[config.mk]
export PLATFORM = sky130hd
export DESIGN_NAME = hazard_stall_unit
export DESIGN_NICKNAME = d
export VERILOG_FILES = /design/src/rtl/hazard_stall_unit.sv
export SDC_FILE = /design/constraint.sdc
export NUM_CORES = 1
export LEC_CHECK = 0
export ABC_CLOCK_PERIOD_IN_PS = 5400
export BUFFER_PORTS_ARGS = -buffer_cell sky130_fd_sc_hd__buf_2
export CORE_MARGIN = 2
export CORE_UTILIZATION = 30
export DETAILED_ROUTE_END_ITERATION = 7
export GPL_ROUTABILITY_DRIVEN = 0
export SETUP_SLACK_MARGIN = 0.02
export SLEW_MARGIN = 20
export SYNTH_ARGS = -nofsm -noshare
export SYNTH_HDL_FRONTEND = slang
export SYNTH_SLANG_ARGS = --single-unit
[constraint.sdc]
create_clock -name clk -period 5.4 [get_ports clk]
set_clock_uncertainty 0.15 [all_clocks]
set_input_delay 0.27 -clock clk [delete_from_list [all_inputs] [get_ports clk]]
set_output_delay 0.27 -clock clk [all_outputs]
set_load 0.005 [all_outputs]
[src/rtl/hazard_stall_unit.sv]
// Load-use interlock and control-hazard flush unit for a 5-stage pipeline.
// Also holds the pipeline in a HALTED state between a halt and a go pulse.
module hazard_stall_unit #(
   parameter int unsigned CNT_W = 32
) (
   input  logic             clk,
   input  logic             rst_n,
   input  logic [4:0]       id_ra,
   input  logic [4:0]       id_rb,
   input  logic             id_ra_used,
   input  logic             id_rb_used,
   input  logic [4:0]       ex_dst,
   input  logic             ex_memtoreg,
   input  logic             ex_branch_taken,
   input  logic             halt,
   input  logic             go,
   output logic             stall_pc,
   output logic             stall_ifid,
   output logic             flush_ifid,
   output logic             flush_idex,
   output logic             halted,
   output logic [CNT_W-1:0] stall_cnt,
   output logic [CNT_W-1:0] flush_cnt
);

   typedef enum logic [1:0] {StRun, StStall1, StHalted} state_e;

   state_e state_q;
   logic   hit;
   logic   stall_evt;
   logic   flush_evt;

   assign hit = ex_memtoreg && (ex_dst != 5'd0) &&
                ((id_ra_used && (id_ra == ex_dst)) || (id_rb_used && (id_rb == ex_dst)));

   // Branch beats a load-use hit; halt never changes this cycle's outputs.
   always_comb begin
      stall_evt = 1'b0;
      flush_evt = 1'b0;
      unique case (state_q)
         StRun: begin
            flush_evt = ex_branch_taken;
            stall_evt = hit && !ex_branch_taken;
         end
         StStall1: begin
            flush_evt = ex_branch_taken;
            stall_evt = !ex_branch_taken;
         end
         default: ;
      endcase
   end

   always_comb begin
      stall_pc   = stall_evt;
      stall_ifid = stall_evt;
      flush_ifid = flush_evt;
      flush_idex = stall_evt || flush_evt;
      halted     = 1'b0;
      if (state_q == StHalted) begin
         stall_pc   = 1'b1;
         stall_ifid = 1'b1;
         flush_idex = 1'b1;
         halted     = 1'b1;
      end
   end

   always_ff @(posedge clk or negedge rst_n) begin
      if (!rst_n) begin
         state_q   <= StRun;
         stall_cnt <= '0;
         flush_cnt <= '0;
      end else begin
         unique case (state_q)
            StHalted: if (go) state_q <= StRun;
            default: begin
               if (halt)                                 state_q <= StHalted;
               else if (ex_branch_taken)                 state_q <= StRun;
               else if (state_q == StRun && hit)         state_q <= StStall1;
               else                                      state_q <= StRun;
            end
         endcase
         if (stall_evt && stall_cnt != '1) stall_cnt <= stall_cnt + 1'b1;
         if (flush_evt && flush_cnt != '1) flush_cnt <= flush_cnt + 1'b1;
      end
   end

endmodule

### After elaboration in Yosys (flattened, before gate mapping)

Cells that the tools add are included.

* muxes and demuxes: 10
* $add $sub $neg: 2
* reductions and logical operators: 14
* equal/unequal tests: 7

Operator list (count)
* adder 32 x 1 -> 32 bit (second input constant): 2
* inequality test 32 bit (second input constant): 2
* == test 5 bit: 2
* logical AND 1 bit: 8
* two-way mux 1 bit: 6
* two-way mux 2 bit: 3
* nonzero test 5 bit: 1
* == test 2 x 1 -> 1 bit (second input constant): 1
* == test 2 bit (second input constant): 1
* logical NOT 2 bit: 1
* logical OR 1 bit: 2
* inequality test 2 bit (second input constant): 1
* one-hot mux 1 bit (2 select lines): 1
* OR reduction 2 bit: 1
* logical NOT 1 bit: 1

* bits in registers: 66
* output and inout port bits: 69
* input port bits: 23

### Longest topological paths before layout

Gate-level depths: netlist (run 1).

* depth after elaboration: 9
* mapped depth: 9
* gate-level depth less buffers: 7

### Worst setup path before layout (run 1)

OpenSTA, ideal clock, no wires.

* path type: reg-to-reg
* start: register flush_cnt[0]
* end: register flush_cnt[23]
* clock period less this slack: 2112 ps
* arrival time: 1836 ps
* setup time: 126 ps
* cell stages (with the launch flop): 8
* setup slack: 3288 ps
* cell sequence: dfrtp_1 -> ha_1 -> and2_1 -> nand4_1 -> or3_1 -> o211ai_1 -> nor2_1 -> xor2_1

* longest elaborated chain between the ends: 2

Ends and longest elaborated chain
* start, declared: RTL line 23 `output logic [CNT_W-1:0] flush_cnt`
* start signal, assigned: RTL line 83 `if (flush_evt && flush_cnt != '1) flush_cnt <= flush_cnt + 1'b1;`
* parallel branches: the longest is 2 deep, another holds adder 32 x 1 -> 32 bit

Parallel ways; which one is timed is not known.
A chain may end at the register's enable or synchronous reset.

### Final worst setup path (run 1)

* start: register stall_cnt[0]
* end: register stall_cnt[6]

* longest elaborated chain between the ends: 2

Ends and longest elaborated chain
* start, declared: RTL line 22 `output logic [CNT_W-1:0] stall_cnt,`
* start signal, assigned: RTL line 82 `if (stall_evt && stall_cnt != '1) stall_cnt <= stall_cnt + 1'b1;`
* parallel branches: the longest is 2 deep, another holds adder 32 x 1 -> 32 bit

Parallel ways; which one is timed is not known.

==> flow_metrics.tcl, run 1 <==
set metrics [dict create \
    status "complete, no violations" \
    initial_utilization_pct 30.8 \
    fin_crit_sh_pct 44.8 \
    async_flop_share_pct 100 \
    switchingPower_mw 0.279 \
    viasPerCell 4.66 \
    cts_buffer_depth 2 \
    drc 0 \
    p_per_area_nw_per_um2 258 \
    hpwl_um 5740 \
    irDropWorstVdd_v 0.000115 \
    synth_ff_type "dfrtp_1" \
    final_common_cell "buf_2" \
    final_util_pct 38.3 \
    setup_violations 0 \
    hold_violations 0 \
    crit_type "register to register" \
    synth_area_per_cell_um2 10.4 \
    clk_pin_slew_ps 70 \
    fmax_mhz 414 \
    finalPower_mw 1.07 \
    final-instance-count-excl-fill 565 \
    synth.distinct_cells 42 \
    ctsResizeCount 0 \
    grt_overflow_total 0 \
    drtIter0Drc 137 \
    preCtsSetupSlack_ps 2950 \
    ys_seq_area_share_pct 49.5 \
    fillCellCount 1090 \
    internal_power_mw 0.791 \
    syn_to_final_growth_pct 24.4 \
    syn_nets 345 \
    worst_pin_slew_ps 856 \
    grt_pass1_wl_um 12900 \
    combPwrFrac_pct 12.0 \
    regArea_um2 1650 \
    post-route-min-period_ps 2420 \
    port-buffer-count 91 \
    start_kind "register" \
    coreArea_um2 10800 \
    syn-instance-count 320 \
    rows 38 \
    grt_max_degree 67 \
    numCtsBuffers 9 \
    htreeDepth 3 \
    min_path_type "primary input to register" \
    numPlacedInstances 546 \
    ant_nets 0 \
    leakagePower_nw 2.14 \
    clkPwrFrac_pct 36.0 \
    cp.arrival_ps 2540 \
    first_pass_iters 5 \
    vias 2634 \
    switching_share_pct 26.1 \
    worst_setup_path_end_kind "register" \
    setup_tns_ps 0 \
    die_h_um 109 \
    netlist_area_um2 3340 \
    worstPathRequired_ps 5520 \
    grt_antenna_before_repair 0 \
    maxSlewViolCount 0 \
    wl_per_cell_um 13.7 \
    slew-limit-headroom_pct 43.0 \
    drv_cap 0 \
    final.setup.worst_slack_ps 2980 \
    insertion_delay_ps 340 \
    drive_gt1_share_pct 27.8 \
    worstPathMaxFanout 27 \
    fp.dieW_um 109 \
    grt_pass1_vias 2633 \
    synth_edf_count 0 \
    final_net_count 445 \
    io_pins 92 \
    layout_common_cells "buf_2 (91), dfrtp_1 (66), xor2_1 (36), xnor2_1 (35), nand2_1 (34)" \
    cts_tree "yes" \
    cts.sinks 66 \
    ys_seq_elements 66 \
    multi_input_area_um2 1620 \
    seqPwrFrac_pct 52.1 \
    track_usage_pct 13.9 \
    wirelength_um 7750 \
    diodes 0 \
    rsz0062_at_grt "false" \
    die_area_um2 12000 \
    ys.warnings.count 0 \
    cts_root_buffer "clkbuf_8" \
]
==> synth_stat cells (2+ instances only) <==
| cell type | number | area [µm²] |
|---|---|---|
| and4_1 | 6 | 52.6 |
| nor3_2 | 2 | 20.0 |
| nor3_1 | 13 | 65.1 |
| buf_4 | 3 | 22.5 |
| or3_1 | 2 | 12.5 |
| o21a_1 | 2 | 15.0 |
| xor2_1 | 36 | 315 |
| nand2_1 | 34 | 128 |
| nand4_1 | 16 | 100 |
| ha_1 | 2 | 25.0 |
| and2_1 | 6 | 37.5 |
| nor4_1 | 2 | 12.5 |
| and3_1 | 10 | 62.6 |
| nor4b_1 | 2 | 17.5 |
| nand3_1 | 24 | 120 |
| xnor2_1 | 35 | 307 |
| dfrtp_1 | 66 | 1650 |
| nor2_1 | 25 | 93.8 |
| nor3b_1 | 2 | 15.0 |
| nor4_2 | 2 | 25.0 |
| buf_2 | 2 | 10.0 |
| mux2_1 | 2 | 22.5 |
| inv_1 | 7 | 26.3 |
==> sequential cells by signal, indices dropped and copies added (netlist names) <==
| name | count |
|---|---|
| state_q | 2 |
| flush_cnt | 32 |
| stall_cnt | 32 |
==> worst max-delay path: stages, from the launching register on <==
cell and delay [ps]:
dfrtp_1 420, ha_1 250, nand2_1 90, or3_1 240, nand4b_4 190, nand3_2 420
nor3_1 400, xor2_1 180
==> final cells by class <==
| type | instances | area share, % |
|---|---|---|
| multi-input cells | 241 | 39.1 |
| inverters | 7 | 0.633 |
| flip-flops and latches | 66 | 39.8 |
| clock buffers | 14 | 4.16 |
| well taps | 140 | 4.22 |
| repair buffers | 95 | 11.9 |
| clock inverters | 2 | 0.241 |
==> final timing paths <==
check / start / end / slack, ps / cells after the start
max in group asynchronous: rst_n / stall_cnt[20]$_DFFE_PN0P_ / 4030 / 3
hold reg to reg: stall_cnt[31]$_DFFE_PN0P_ / stall_cnt[31]$_DFFE_PN0P_ / 340 / 1
hold / removal: ex_branch_taken / state_q[0]$_DFFE_PN0P_ / 110 / 3
setup reg to reg: stall_cnt[0]$_DFFE_PN0P_ / stall_cnt[6]$_DFFE_PN0P_ / 2980 / 7
min in group asynchronous: rst_n / flush_cnt[6]$_DFFE_PN0P_ / 510 / 3
setup / recovery: stall_cnt[0]$_DFFE_PN0P_ / stall_cnt[6]$_DFFE_PN0P_ / 2980 / 7
==> repair_timing <==
item	4_1_cts	5_1_grt
hold endpoints to repair	29	0
hold buffers	3	0
buffers inserted	0	0
==> metrics by stage <==
| stage | area (µm²) | hold slack (ps) |
|---|---|---|
| floorplan | 3340 | -176 |
| CTS | 4150 | 85.5 |
| detailed placement | 3940 | 314 |
| global route | 4150 | 81.1 |
| finish | 4150 | 109 |
| global placement | 3940 | 308 |
==> cells by family (layout without fill, tap and decap cells) <==
group / Yosys count / count (layout) / synth area share, %
and+or+nand+nor: 157 / 157 / 26.6
xor gates and xnor gates: 71 / 71 / 18.6
DFF: 66 / 66 / 49.5
buffers and inverters: 13 / 118 / 1.88
AOI/OAI and AO/OA: 9 / 9 / 1.95
adders and majority gates: 2 / 2 / 0.750
muxes: 2 / 2 / 0.675
==> power groups by stage <==
stage          combinational [mW]  sequential (mW)  clock [mW]
2_1_floorplan              0.0605            0.564           0
3_3_place_gp                0.124            0.564           0
3_5_place_dp                0.130            0.568           0
4_1_cts                     0.132            0.559       0.401
5_1_grt                     0.146            0.563       0.430
6_report                    0.128            0.557       0.385
==> per-layer routing <==
layer	vias up	wire, µm	global-route usage (%)
met5	-	0	0
met4	0	66	3.71
met3	6	491	4.98
met2	67	3720	22.4
met1	1259	3470	17.5
li1	1302	-	-
Power figures use the tool's default switching activity.
==> run 2: changes to the inputs <==
Settings changed: ABC_AREA from default to 1, ABC_CLOCK_PERIOD_IN_PS 5400 to 2029.
Clock period 5.4 ns to 2.03 ns, I/O delays scaled along.
==> flow_metrics.tcl, run 2 <==
set metrics [dict create \
    status "complete, no violations" \
    async_flop_share_pct 100 \
    final_util_pct 39.8 \
    switchingPower_mw 0.990 \
    die_area_um2 15900 \
    cts_buffer_depth 2 \
    viasPerCell 4.71 \
    synth_top_area_share_pct 36.9 \
    synth_ff_type "dfrtp_1" \
    cts_root_buffer "clkbuf_16" \
    gr-usage-met2_pct 27.6 \
    ant_nets 0 \
    drc 0 \
    worst_pin_slew_ps 412 \
    irDropWorstVdd_v 0.000431 \
    grt_overflow_total 0 \
    ys.warnings.count 0 \
    grt_max_degree 52 \
    final_net_count 846 \
    yosysMostFrequentCell "nand2_1" \
    start_kind "register" \
    slew-limit-headroom_pct 72.5 \
    htreeDepth 3 \
    synth_edf_count 0 \
    final_common_cell "nand2_1" \
    seqPwrFrac_pct 42.2 \
    yosysTopAreaCell "dfrtp_1" \
    synth_area_leaders "dfrtp_1 (37%), nand2_1 (25%), nor2_1 (8.8%)" \
    drtIter0Drc 305 \
    fp.dieW_um 126 \
    wirelength_um 13400 \
    grtUsageMet1_pct 23.5 \
    diodes 0 \
    hpwl_um 10100 \
    hold_violations 0 \
    grt_util_met3_pct 4.55 \
    layout_common_cells "nand2_1 (303), nor2_1 (101), buf_2 (91), dfrtp_1 (66)" \
    cts.sinks 66 \
    setup_tns_ps 0 \
    combPwrFrac_pct 16.8 \
    clkPwrFrac_pct 41.0 \
    synth.distinct_cells 23 \
    internal_power_mw 2.52 \
    rsz0062_at_grt "true" \
    syn_to_final_growth_pct 29.4 \
    ys_seq_area_share_pct 36.9 \
    whs_ps 75.0 \
    crit_start "flush_cnt[1]$_DFFE_PN0P_" \
    die_h_um 126 \
    syn_nets 707 \
    crit_chain "ha_1 > inv_1 > nor2_2 > nand2_1 > nor2_1 > nand2_1 > nand2_4 > buf_6 > nor2_1 > xor2_1" \
    cp_slowest_cell "dfrtp_1" \
    worst_setup_path_end_kind "register" \
    finalPower_mw 3.51 \
    regToRegSetupSlack_ps 180 \
    synth_area_per_cell_um2 6.56 \
    reg_top3 "flush_cnt: 32 flops, stall_cnt: 32 flops, state_q: 2 flops" \
    grt_antenna_before_repair 0 \
    worstPathMaxFanout 12 \
    setup_violations 0 \
    drv_cap 0 \
    postCtsSetupBuffers 0 \
    path_buf_inv 2 \
    leakagePower_nw 3.09 \
    netlist_area_um2 4470 \
    p_per_area_nw_per_um2 606 \
    rows 44 \
    vias 4744 \
    critical-path-max-stage-delay_ps 390 \
    clk_pin_slew_ps 50 \
    cp.arrival_ps 1930 \
    first_pass_iters 5 \
    maxSlewViolCount 0 \
    post-route-min-period_ps 1850 \
    cts_tree "yes" \
    drive_gt1_share_pct 19.8 \
    min_path_type "primary input to async pin" \
    r2r-start "flush_cnt[1]$_DFFE_PN0P_" \
    coreArea_um2 14500 \
    numCtsBuffers 9 \
    grt_pass1_vias 4403 \
    ys_seq_elements 66 \
    insertion_delay_ps 340 \
    cp_top_family "simple AND/OR/NAND/NOR gates" \
    track_usage_pct 17.6 \
    crit_type "register to register" \
    io_pins 92 \
    synthTopCellsByCount "nand2_1 (303), nor2_1 (105), dfrtp_1 (66), inv_1 (46), nand4_1 (39)" \
    grt-busiest-layer "met2" \
    grt_pass1_wl_um 22300 \
    initial_utilization_pct 30.8 \
    syn-instance-count 682 \
    switching_share_pct 28.2 \
    worstPathRequired_ps 2100 \
    fin_crit_sh_pct 91.4 \
    port-buffer-count 91 \
    fmax_mhz 539 \
    wl_per_cell_um 13.3 \
]
-- run 2: worst paths after layout --
| kind | cells after the start | end |
|---|---|---|
| max | 10 | flush_cnt[7]$_DFFE_PN0P_ |
| min in group clk | 5 | flush_cnt[0]$_DFFE_PN0P_ |
| min | 2 | flush_cnt[19]$_DFFE_PN0P_ |
| max in group asynchronous | 3 | stall_cnt[19]$_DFFE_PN0P_ |
| min reg2reg | 1 | flush_cnt[17]$_DFFE_PN0P_ |
| max reg2reg | 10 | flush_cnt[7]$_DFFE_PN0P_ |
-- run 2: layout make-up --
class	count	area [µm²]
fill	1580	8740
multi-input combinational	552	2560
sequential	66	1650
timing repair buffer	145	912
clock buffer	13	260
tap	184	230
inverter	47	179
-- run 2: what timing repair did --
| item | in CTS | in global routing |
|---|---|---|
| hold buffers | 4 | 0 |
| gates resized for setup | 0 | 7 |
| endpoints found under the hold margin | 68 | 0 |
| endpoints found under the setup margin | 0 | 31 |
-- run 2: per-layer routing --
metal,wire length [µm],up-vias
met5,0,-
met4,249,0
met3,883,22
met2,6070,147
met1,6190,2142
li1,-,2433
-- run 2: cells by family (layout without fill, tap and decap cells) --
logic type / Yosys count / after routing / share of synthesized area (%)
compound gates: 9 / 9 / 1.06
flops: 66 / 66 / 36.9
simple gates: 499 / 499 / 47.0
xor+xnor: 42 / 42 / 8.22
fa+ha+maj: 2 / 2 / 0.559
buf+inv: 64 / 205 / 6.29
-- run 2: per-stage QoR --
stage          cell area (µm²)  worst slack, ps  cells
5_1_grt                   5790             11.0   1007
2_1_floorplan             4470              200    682
4_1_cts                   5770             80.9   1007
3_3_place_gp              5470              110    990
6_report                  5790              175   1007
3_5_place_dp              5470             93.5    990
-- run 2: power groups by stage --
stage                     combinational (mW)  sequential, mW  clock (mW)
after floorplan                        0.256            1.52           0
after global placement                 0.583            1.50           0
after detailed placement               0.580            1.50           0
after CTS                              0.587            1.48        1.48
after global routing                   0.666            1.49        1.52
final                                  0.589            1.48        1.44
-- run 2: worst register-to-register path, delay by kind of cell, from the launching register on --
kind          cells  cell delay [ps]
simple gates      6              670
flops             1              390
buf+inv           2              220
fa+ha+maj         1              160
xor+xnor          1              130
==> run 3: changes to the inputs <==
Settings changed: CORE_UTILIZATION 30 to 50, PLACE_DENSITY_LB_ADDON from default to 0.15.
==> flow_metrics.tcl, run 3 (synthesis results as in run 2) <==
set metrics [dict create \
    status "complete, no violations" \
    grt_max_degree 32 \
    drv_cap 0 \
    internal_power_mw 2.31 \
    leakagePower_nw 2.97 \
    worstPathRequired_ps 2130 \
    layout_common_cells "nand2_1 (301), nor2_1 (99), buf_2 (91), dfrtp_1 (66), inv_1 (46)" \
    seqPwrFrac_pct 45.3 \
    drive_gt1_share_pct 18.9 \
    fin_crit_sh_pct 92.6 \
    grt_overflow_total 0 \
    wirelength_um 12600 \
    hold_violations 0 \
    setup_tns_ps 0 \
    coreArea_um2 8680 \
    switching_share_pct 29.9 \
    initial_utilization_pct 51.6 \
    fp.dieW_um 98.6 \
    final_common_cell "nand2_1" \
    min_path_type "primary input to register" \
    cp_slowest_cell "dfrtp_1" \
    drtIter0Drc 257 \
    numPlacedInstances 892 \
    port-buffer-count 91 \
    worst_pin_slew_ps 658 \
    cts_buffer_depth 2 \
    die_area_um2 9720 \
    grt_pass1_wl_um 21100 \
    post-route-min-period_ps 1880 \
    slew-limit-headroom_pct 56.1 \
    die_h_um 98.6 \
    worst_setup_path_end_kind "register" \
    cp_top_family "simple AND/OR/NAND/NOR gates" \
    reg_top3 "flush_cnt: 32 flops, stall_cnt: 32 flops, state_q: 2 flops" \
    dpl_cell_area_um2 5220 \
    regToRegSetupSlack_ps 150 \
    cts_root_buffer "clkbuf_8" \
    track_usage_pct 26.7 \
    drc 0 \
    grt_antenna_before_repair 0 \
    critical-path-max-stage-delay_ps 420 \
    fmax_mhz 532 \
    clkPwrFrac_pct 38.5 \
    cp.arrival_ps 1980 \
    numCtsBuffers 9 \
    final-instance-count-excl-fill 914 \
    crit_type "register to register" \
    switchingPower_mw 0.989 \
    design_area_um2 5570 \
    start_kind "register" \
    combPwrFrac_pct 16.2 \
    setup_violations 0 \
    htreeDepth 3 \
    cts_tree "yes" \
    worstPathMaxFanout 11 \
    p_per_area_nw_per_um2 593 \
    syn_to_final_growth_pct 24.5 \
    multi_input_area_um2 2590 \
    insertion_delay_ps 360 \
    grt_pass1_vias 4493 \
    fillCellCount 818 \
    hpwl_um 9410 \
    io_pins 92 \
    rsz0062_at_grt "false" \
    clk_pin_slew_ps 80 \
    wl_per_cell_um 13.8 \
    final_net_count 826 \
    cts.sinks 66 \
    viasPerCell 5.19 \
    first_pass_iters 5 \
    maxSlewViolCount 0 \
    path_buf_inv 1 \
    regArea_um2 1650 \
    rows 34 \
    diodes 0 \
    irDropWorstVdd_v 0.000379 \
    vias 4745 \
    crit_chain "ha_4 > nand3_4 > nor2_4 > nand3_1 > nor2_1 > nand3_2 > buf_4 > nand4_1 > nand2_1" \
    ant_nets 0 \
]
run 3: power groups by stage:
stage	registers, mW	clock network, mW	logic [mW]
global placement	1.51	0	0.499
global route	1.51	1.35	0.610
CTS	1.49	1.29	0.520
floorplan	1.52	0	0.256
finish	1.50	1.27	0.535
detailed placement	1.52	0	0.513
run 3: cell type report:
cell class	instances	area share (%)
clock buffers	10	2.29
inverters	47	3.21
clock inverters	6	1.64
repair buffers	125	14.2
well taps	108	2.43
flip-flops and latches	66	29.6
multi-input cells	552	46.6
run 3: metal layers:
| layer | vias up | track usage, % | part of all wire [%] |
|---|---|---|---|
| met1 | 2166 | 32.7 | 40 |
| met2 | 167 | 46.9 | 50 |
| met4 | 0 | 11.8 | 3.2 |
| met5 | - | 0 | 0 |
| li1 | 2386 | - | - |
| met3 | 26 | 3.48 | 6.3 |
run 3: worst register-to-register path: stages, from the launching register on:
cell and delay, ps:
dfrtp_1 420, ha_4 170, nand3_4 100, nor2_4 180
nand3_1 80, nor2_1 130, nand3_2 140, buf_4 220
nand4_1 110, nand2_1 60
run 3: repair_timing:
action,CTS,global route
hold buffers,4,0
buffers inserted,0,1
gates resized for setup,0,15
endpoints found under the setup margin,0,48
endpoints found under the hold margin,26,0
run 3: worst paths after layout:
path,start,to,cells after the start
worst max-delay path,stall_cnt[1]$_DFFE_PN0P_,stall_cnt[9]$_DFFE_PN0P_,9
worst min-delay path,ex_branch_taken,stall_cnt[21]$_DFFE_PN0P_,5
worst max register to register,stall_cnt[1]$_DFFE_PN0P_,stall_cnt[9]$_DFFE_PN0P_,9
worst min register to register,flush_cnt[8]$_DFFE_PN0P_,flush_cnt[8]$_DFFE_PN0P_,1
max in group asynchronous,rst_n,stall_cnt[16]$_DFFE_PN0P_,3
min in group asynchronous,rst_n,flush_cnt[6]$_DFFE_PN0P_,2
run 3: stage by stage:
step | hold slack, ps | utilization [%] | power [mW] | setup slack [ps]
6_report | 107 | 64.2 | 3.30 | 151
5_1_grt | 128 | 64.2 | 3.47 | 22.0
4_1_cts | 100 | 63.2 | 3.30 | 35.8
3_3_place_gp | 12.0 | 60.2 | 2.01 | 68.7
2_1_floorplan | -344 | - | 1.78 | 200
3_5_place_dp | 11.4 | 60.2 | 2.03 | 59.4
